[src/rtl/flash_seq_pkg.sv]
// Shared types and defaults for the flash sample sequencer.
package flash_seq_pkg;

  typedef enum logic [2:0] {
    ST_IDLE,
    ST_CMD,
    ST_WAIT,
    ST_HOLD,
    ST_DRAIN,
    ST_STOP
  } state_e;

  localparam int unsigned ADDR_BITS_DEF  = 24;
  localparam int unsigned SAMPLE_DIV_DEF = 1200;
  localparam logic [7:0]  MIDSCALE_DEF   = 8'h80;

endpackage

[src/rtl/flash_sample_sequencer_tick.sv]
// Sample-rate divider: tick_o is high for the cycle in which the counter sits at SAMPLE_DIV-1.
// SAMPLE_DIV must be at least 2.
module sample_tick_gen
  import flash_seq_pkg::*;
#(
  parameter int unsigned SAMPLE_DIV = SAMPLE_DIV_DEF
) (
  input  logic clk,
  input  logic rst,
  input  logic clear_i,
  input  logic en_i,
  output logic tick_o
);

  localparam int unsigned CW = $clog2(SAMPLE_DIV);

  logic [CW-1:0] cnt_q, cnt_d;
  logic          tick_q, tick_d;

  // tick is registered one count early so it lines up with the terminal count
  always_comb begin
    cnt_d  = cnt_q;
    tick_d = 1'b0;
    if (clear_i) begin
      cnt_d = '0;
    end else if (en_i) begin
      if (cnt_q == CW'(SAMPLE_DIV - 1)) cnt_d = '0;
      else                              cnt_d = cnt_q + CW'(1);
      tick_d = (cnt_q == CW'(SAMPLE_DIV - 2));
    end
  end

  always_ff @(posedge clk) begin
    if (rst) begin
      cnt_q  <= '0;
      tick_q <= 1'b0;
    end else begin
      cnt_q  <= cnt_d;
      tick_q <= tick_d;
    end
  end

  assign tick_o = tick_q;

endmodule

[src/rtl/flash_sample_sequencer.sv]
// Streams bytes from the SPI flash controller to the PWM block at a fixed sample rate.
// Optional underrun_count output is built when FLASH_SEQ_UNDERRUN_CNT_EN is defined.
module flash_sample_sequencer
  import flash_seq_pkg::*;
#(
  parameter int unsigned ADDR_BITS  = ADDR_BITS_DEF,
  parameter int unsigned SAMPLE_DIV = SAMPLE_DIV_DEF,
  parameter logic [7:0]  MIDSCALE   = MIDSCALE_DEF
) (
  input  logic                 clk,
  input  logic                 rst,
  input  logic                 play,
  input  logic                 loop_en,
  input  logic [ADDR_BITS-1:0] start_addr,
  input  logic [ADDR_BITS-1:0] length,
  output logic                 spi_start_read,
  output logic                 spi_continue_read,
  output logic                 spi_stop_read,
  output logic [ADDR_BITS-1:0] spi_addr,
  input  logic [7:0]           spi_data,
  input  logic                 spi_busy,
  output logic [7:0]           sample,
  output logic                 sample_strobe,
  output logic                 playing,
  output logic                 underrun
`ifdef FLASH_SEQ_UNDERRUN_CNT_EN
  ,
  output logic [15:0]          underrun_count
`endif
);

  state_e               state_q, state_d;
  logic                 play_q;
  logic                 restart_q, restart_d;
  logic [ADDR_BITS-1:0] win_addr_q, win_addr_d;
  logic [ADDR_BITS-1:0] len_q, len_d;
  logic [ADDR_BITS-1:0] left_q, left_d;
  logic [7:0]           buf_q, buf_d;
  logic                 buf_valid_q, buf_valid_d;
  logic [7:0]           sample_q, sample_d;
  logic                 strobe_q, strobe_d;
  logic                 under_q, under_d;
  logic                 start_q, start_d;
  logic                 cont_q, cont_d;
  logic                 stop_q, stop_d;
  logic [ADDR_BITS-1:0] addr_q, addr_d;
  logic                 playing_q;

  logic rise_c, begin_c, tick_c;

  assign rise_c  = play && !play_q;
  assign begin_c = (state_q == ST_IDLE) && rise_c && (length != '0);

  sample_tick_gen #(.SAMPLE_DIV(SAMPLE_DIV)) u_tick (
    .clk    (clk),
    .rst    (rst),
    .clear_i(begin_c),
    .en_i   (playing_q),
    .tick_o (tick_c)
  );

  always_comb begin
    state_d     = state_q;
    restart_d   = 1'b0;
    win_addr_d  = win_addr_q;
    len_d       = len_q;
    left_d      = left_q;
    buf_d       = buf_q;
    buf_valid_d = buf_valid_q;
    sample_d    = sample_q;
    strobe_d    = 1'b0;
    under_d     = 1'b0;
    start_d     = 1'b0;
    cont_d      = 1'b0;
    stop_d      = 1'b0;
    addr_d      = addr_q;

    // sample consumption while a fetch is in flight or buffered
    if (tick_c && (state_q == ST_CMD || state_q == ST_WAIT || state_q == ST_HOLD)) begin
      if (buf_valid_q) begin
        sample_d    = buf_q;
        strobe_d    = 1'b1;
        buf_valid_d = 1'b0;
      end else begin
        under_d = 1'b1;
      end
    end

    case (state_q)
      ST_IDLE: begin
        if (begin_c) begin
          win_addr_d = start_addr;
          len_d      = length;
          left_d     = length;
          start_d    = 1'b1;
          addr_d     = start_addr;
          state_d    = ST_CMD;
        end
      end
      ST_CMD: begin
        // loop wrap: stop went out last cycle, restart the window now
        if (restart_q) begin
          start_d = 1'b1;
          addr_d  = win_addr_q;
        end else begin
          state_d = ST_WAIT;
        end
      end
      ST_WAIT: begin
        if (!spi_busy) begin
          buf_d       = spi_data;
          buf_valid_d = 1'b1;
          left_d      = left_q - ADDR_BITS'(1);
          state_d     = ST_HOLD;
        end
      end
      ST_HOLD: begin
        if (tick_c) begin
          if (left_q != '0) begin
            cont_d  = 1'b1;
            state_d = ST_CMD;
          end else if (loop_en) begin
            stop_d    = 1'b1;
            restart_d = 1'b1;
            left_d    = len_q;
            state_d   = ST_CMD;
          end else begin
            stop_d  = 1'b1;
            state_d = ST_DRAIN;
          end
        end
      end
      ST_DRAIN: begin
        if (tick_c) begin
          sample_d = MIDSCALE;
          strobe_d = 1'b1;
          state_d  = ST_IDLE;
        end
      end
      ST_STOP: begin
        if (!spi_busy) begin
          stop_d  = 1'b1;
          state_d = ST_IDLE;
        end
      end
      default: state_d = ST_IDLE;
    endcase

    // play released mid-stream: silence immediately, close the transaction in STOP
    if (!play && state_q != ST_IDLE && state_q != ST_STOP) begin
      sample_d    = MIDSCALE;
      strobe_d    = 1'b1;
      buf_valid_d = 1'b0;
      under_d     = 1'b0;
      start_d     = 1'b0;
      cont_d      = 1'b0;
      stop_d      = 1'b0;
      restart_d   = 1'b0;
      state_d     = ST_STOP;
    end
  end

  always_ff @(posedge clk) begin
    if (rst) begin
      state_q     <= ST_IDLE;
      play_q      <= 1'b0;
      restart_q   <= 1'b0;
      win_addr_q  <= '0;
      len_q       <= '0;
      left_q      <= '0;
      buf_q       <= '0;
      buf_valid_q <= 1'b0;
      sample_q    <= MIDSCALE;
      strobe_q    <= 1'b0;
      under_q     <= 1'b0;
      start_q     <= 1'b0;
      cont_q      <= 1'b0;
      stop_q      <= 1'b0;
      addr_q      <= '0;
      playing_q   <= 1'b0;
    end else begin
      state_q     <= state_d;
      play_q      <= play;
      restart_q   <= restart_d;
      win_addr_q  <= win_addr_d;
      len_q       <= len_d;
      left_q      <= left_d;
      buf_q       <= buf_d;
      buf_valid_q <= buf_valid_d;
      sample_q    <= sample_d;
      strobe_q    <= strobe_d;
      under_q     <= under_d;
      start_q     <= start_d;
      cont_q      <= cont_d;
      stop_q      <= stop_d;
      addr_q      <= addr_d;
      playing_q   <= (state_d != ST_IDLE);
    end
  end

  assign spi_start_read    = start_q;
  assign spi_continue_read = cont_q;
  assign spi_stop_read     = stop_q;
  assign spi_addr          = addr_q;
  assign sample            = sample_q;
  assign sample_strobe     = strobe_q;
  assign playing           = playing_q;
  assign underrun          = under_q;

`ifdef FLASH_SEQ_UNDERRUN_CNT_EN
  logic [15:0] ucnt_q, ucnt_d;

  // saturating underrun tally, restarted on every play rising edge
  always_comb begin
    ucnt_d = ucnt_q;
    if (rise_c)                              ucnt_d = '0;
    else if (under_d && ucnt_q != 16'hFFFF)  ucnt_d = ucnt_q + 16'd1;
  end

  always_ff @(posedge clk) begin
    if (rst) ucnt_q <= '0;
    else     ucnt_q <= ucnt_d;
  end

  assign underrun_count = ucnt_q;
`endif

endmodule

[config.mk]
export PLATFORM = sky130hd
export DESIGN_NAME = flash_sample_sequencer
export DESIGN_NICKNAME = d
export VERILOG_FILES = /design/src/rtl/flash_seq_pkg.sv /design/src/rtl/flash_sample_sequencer_tick.sv /design/src/rtl/flash_sample_sequencer.sv
export SDC_FILE = /design/constraint.sdc
export NUM_CORES = 1
export LEC_CHECK = 0
export CORE_UTILIZATION = 50
export CTS_BUF_LIST = sky130_fd_sc_hd__clkbuf_8
export DETAILED_ROUTE_END_ITERATION = 10
export PLACE_DENSITY = 0.75
export SKIP_CTS_REPAIR_TIMING = 1
export SYNTH_ARGS = -nofsm -noshare
export SYNTH_HDL_FRONTEND = slang
export SYNTH_SLANG_ARGS = --single-unit
[constraint.sdc]
create_clock -name clk -period 2.6 [get_ports clk]
set_input_delay 0.39 -clock clk [delete_from_list [all_inputs] [get_ports clk]]
set_output_delay 0.39 -clock clk [all_outputs]
set_load 0.01 [all_outputs]
==> impl_metrics.py <==
metrics = {
    "cells_and_area": {
        "fill_cells": 1135,
        "antenna_cells": 0,
        "seqCellArea_um2": 2720,
        "drive_gt1_share_pct": 11.7,
        "area_growth_pct": 26.3,
        "nNetsFinal": 962,
        "multi_input_area_um2": 3450,
    },
    "route": {
        "vias": 6376,
        "avgRoutedWirePerCell_um": 16.8,
        "drt-initial-drc-count": 429,
        "via_per_inst": 5.91,
        "antenna_left": 0,
        "wl_um": 18100,
        "dr.pass1.iters": 7,
        "drc": 0,
    },
    "run_status": {
        "status": "completed",
    },
    "global_route": {
        "antenna_found_initial": 0,
        "grt_pass1_wl_um": 29400,
        "gr-total-overflow": 0,
        "grt_pass1_vias": 5965,
        "grt_start_max_net_pins": 73,
        "grt_usage_pct": 28.1,
    },
    "power_and_ir_drop": {
        "p_clk_share_pct": 20.0,
        "p_sw_mw": 3.48,
        "p_leak_nw": 2.98,
        "switching_share_pct": 40.2,
        "vdd_drop_max_mv": 0.526,
        "power_mw": 8.66,
        "comb_power_share_pct": 45.0,
        "p_per_area_nw_per_um2": 1050,
        "internal_power_mw": 5.18,
        "p_seq_share_pct": 35.0,
    },
    "critical_path": {
        "cp-end-kind": "flip-flop",
        "crit_family": "simple AND/OR/NAND/NOR gates",
        "cpPeakStageDelay_ns": 0.70,
        "reg2reg_setup_slack_ns": 0.23,
        "path_buf_inv": 0,
        "required_ns": 2.91,
        "crit_arrival_ns": 2.69,
        "path_cells": "or4_1 > nor4_4 > a21oi_2 > a2111oi_0 > a211oi_1",
        "critPathMaxFanout": 6,
        "critical-path-slowest-cell": "or4_1",
        "startpoint_type": "flip-flop",
        "critPathKind": "flip-flop to flip-flop",
    },
    "die": {
        "start_util_pct": 51.3,
        "die_area_um2": 13500,
        "fp.dieW_um": 116,
        "placement_rows": 41,
        "die_h_um": 116,
        "coreArea_um2": 12700,
        "ios": 99,
    },
    "clocking": {
        "cts_made_buffers": 17,
        "cts_sinks": 136,
        "htree_levels": 4,
        "clockBufferDepth": 2,
        "path_clk_slew_ns": 0.07,
        "insertion_delay_ns": 0.46,
        "cts-root-buf": "clkbuf_8",
        "cts_tree": "yes",
    },
    "timing": {
        "fin_skew_ns": 0.00876,
        "drv_slew": 0,
        "max_freq_ghz": 0.421,
        "finalHoldViolCount": 0,
        "whs_ns": 0.455,
        "rsz0062_at_grt": "no",
        "setup_tns_ns": 0,
        "layout_min_cycle_time_ns": 2.37,
        "slew_headroom_pct": 48.1,
        "setup_viol": 0,
        "tightest_slew_ns": 0.778,
        "finalCritPeriodShare_pct": 91.3,
    },
    "yosys": {
        "ys.warnings.count": 0,
        "synthArstFlopShare_pct": 0,
        "synthFlopType": "dfxtp_1",
        "yosysSeqAreaShare_pct": 41.9,
        "synth_top_area_share_pct": 41.9,
        "synth_cells": 791,
        "synth_top_area_cell": "dfxtp_1",
        "postSynthAreaPerCell_um2": 8.22,
        "syn-num-nets": 856,
        "synth.area.top_cells": "dfxtp_1, nand2_1, a21oi_1",
        "synth_cell_types": 74,
        "syn_area_um2": 6500,
        "yosys_register_bits": 136,
        "synth_edf_count": 0,
    },
    "flow_run": {
        "cap_violations": 0,
    },
    "place": {
        "place.port_buffers": 98,
        "place_congestion": 0.884,
        "hpwl_um": 12300,
    },
    "worst_hold_path": {
        "hp-class": "flip-flop to flip-flop",
    },
}
## layout by cell type (no fill, tap or decap), types with 5 or more instances in the layout
master / netlist / routed
nor4b_1: 5 / 5
a311oi_1: 7 / 7
o21a_1: 5 / 5
nor3_1: 34 / 34
nand3_1: 11 / 11
o21ai_0: 20 / 20
nand2b_1: 9 / 9
inv_1: 6 / 8
o211ai_1: 7 / 7
a21oi_1: 78 / 77
dfxtp_1: 136 / 136
clkbuf_8: 4 / 18
a31oi_1: 17 / 17
nor2b_1: 5 / 5
buf_4: 0 / 51
a211oi_1: 35 / 35
mux2i_1: 34 / 34
nand4_1: 9 / 9
xor2_1: 9 / 9
xnor2_1: 5 / 5
clkdlybuf4s50_1: 0 / 97
and3_1: 6 / 6
nor4_1: 14 / 14
nand2_1: 157 / 157
nor2_1: 43 / 43
## per-stage QoR
step           area [um2]  utilization (%)  setup slack (ns)  cells
2_1_floorplan        6500                -             0.575    791
3_3_place_gp         7830             61.8            -0.127   1050
3_5_place_dp         7830             61.8            -0.158   1050
4_1_cts              8210             64.8             0.186   1079
5_1_grt              8210             64.8            0.0537   1079
6_report             8210             64.8             0.225   1079
## cells in the mapped netlist (all sizes together) (5+ instances only)
master  number
inv          6
buf         12
o21a         5
nor4b        5
clkbuf      50
xor2         9
nor2b        5
a31oi       17
nor2        44
and3         8
xnor2        5
nor3        35
a211oi      35
dfxtp      136
o211ai       7
nand3       11
mux2i       34
nand2      157
nand2b       9
a311oi       7
o21ai       20
a21oi       79
nor4        15
nand4        9
## state kept, by name, indices dropped and copies added, names as in the netlist, 3 cells and up
| name | cells |
|---|---|
| u_tick.cnt_q | 11 |
| sample | 8 |
| state_q | 3 |
| spi_addr | 24 |
| len_q | 24 |
| win_addr_q | 24 |
| left_q | 24 |
| buf_q | 8 |
## worst reg2reg max path, delay by kind of cell, from the launching register on
kind / cells / cell delay (ns)
AO/OA/AOI/OAI: 3 / 0.72
flip-flops: 1 / 0.36
AND/OR/NAND/NOR: 2 / 1.15
## path summary, 6_finish.rpt
kind	startpoint	end	depth (start not counted)
worst max-delay path	left_q[16]	left_q[1]	5
worst min-delay path	len_q[23]	len_q[23]	2
worst max register to register	left_q[16]	left_q[1]	5
worst min register to register	len_q[23]	len_q[23]	2
## power groups by stage
stage | logic, mW | clock network (mW) | registers [mW]
finish | 3.90 | 1.73 | 3.03
global route | 4.28 | 1.85 | 3.09
CTS | 3.86 | 1.76 | 3.01
detailed placement | 3.84 | 0 | 3.05
global placement | 3.73 | 0 | 3.03
floorplan | 2.66 | 0 | 2.91
## cells by family after synthesis
group | after synthesis | share of synthesized area [%]
AO/OA/AOI/OAI | 208 | 20.9
XOR/XNOR | 14 | 1.89
adder cells (fa/ha/maj) | 4 | 0.770
buffers and inverters | 71 | 5.46
flip-flops | 136 | 41.9
multiplexers | 34 | 5.23
AND/OR/NAND/NOR | 324 | 23.8
## area by class of cell
type | count | area share, %
Multi-Input combinational cell | 584 | 42.0
Inverter | 7 | 0.320
Timing Repair Buffer | 151 | 17.2
Clock buffer | 18 | 3.02
Tap cell | 172 | 2.62
Sequential cell | 136 | 33.2
Clock inverter | 11 | 1.63
## per-layer routing
layer / global-route usage (%) / part of all wire [%] / vias to the layer above
met4: 9.83 / 1.2 / 0
met2: 42.3 / 46 / 256
met1: 38.1 / 44 / 3036
li1: - / - / 3066
met3: 8.68 / 8.8 / 18
met5: 0 / 0 / -
No activity file was read; power rests on OpenSTA's default activity.
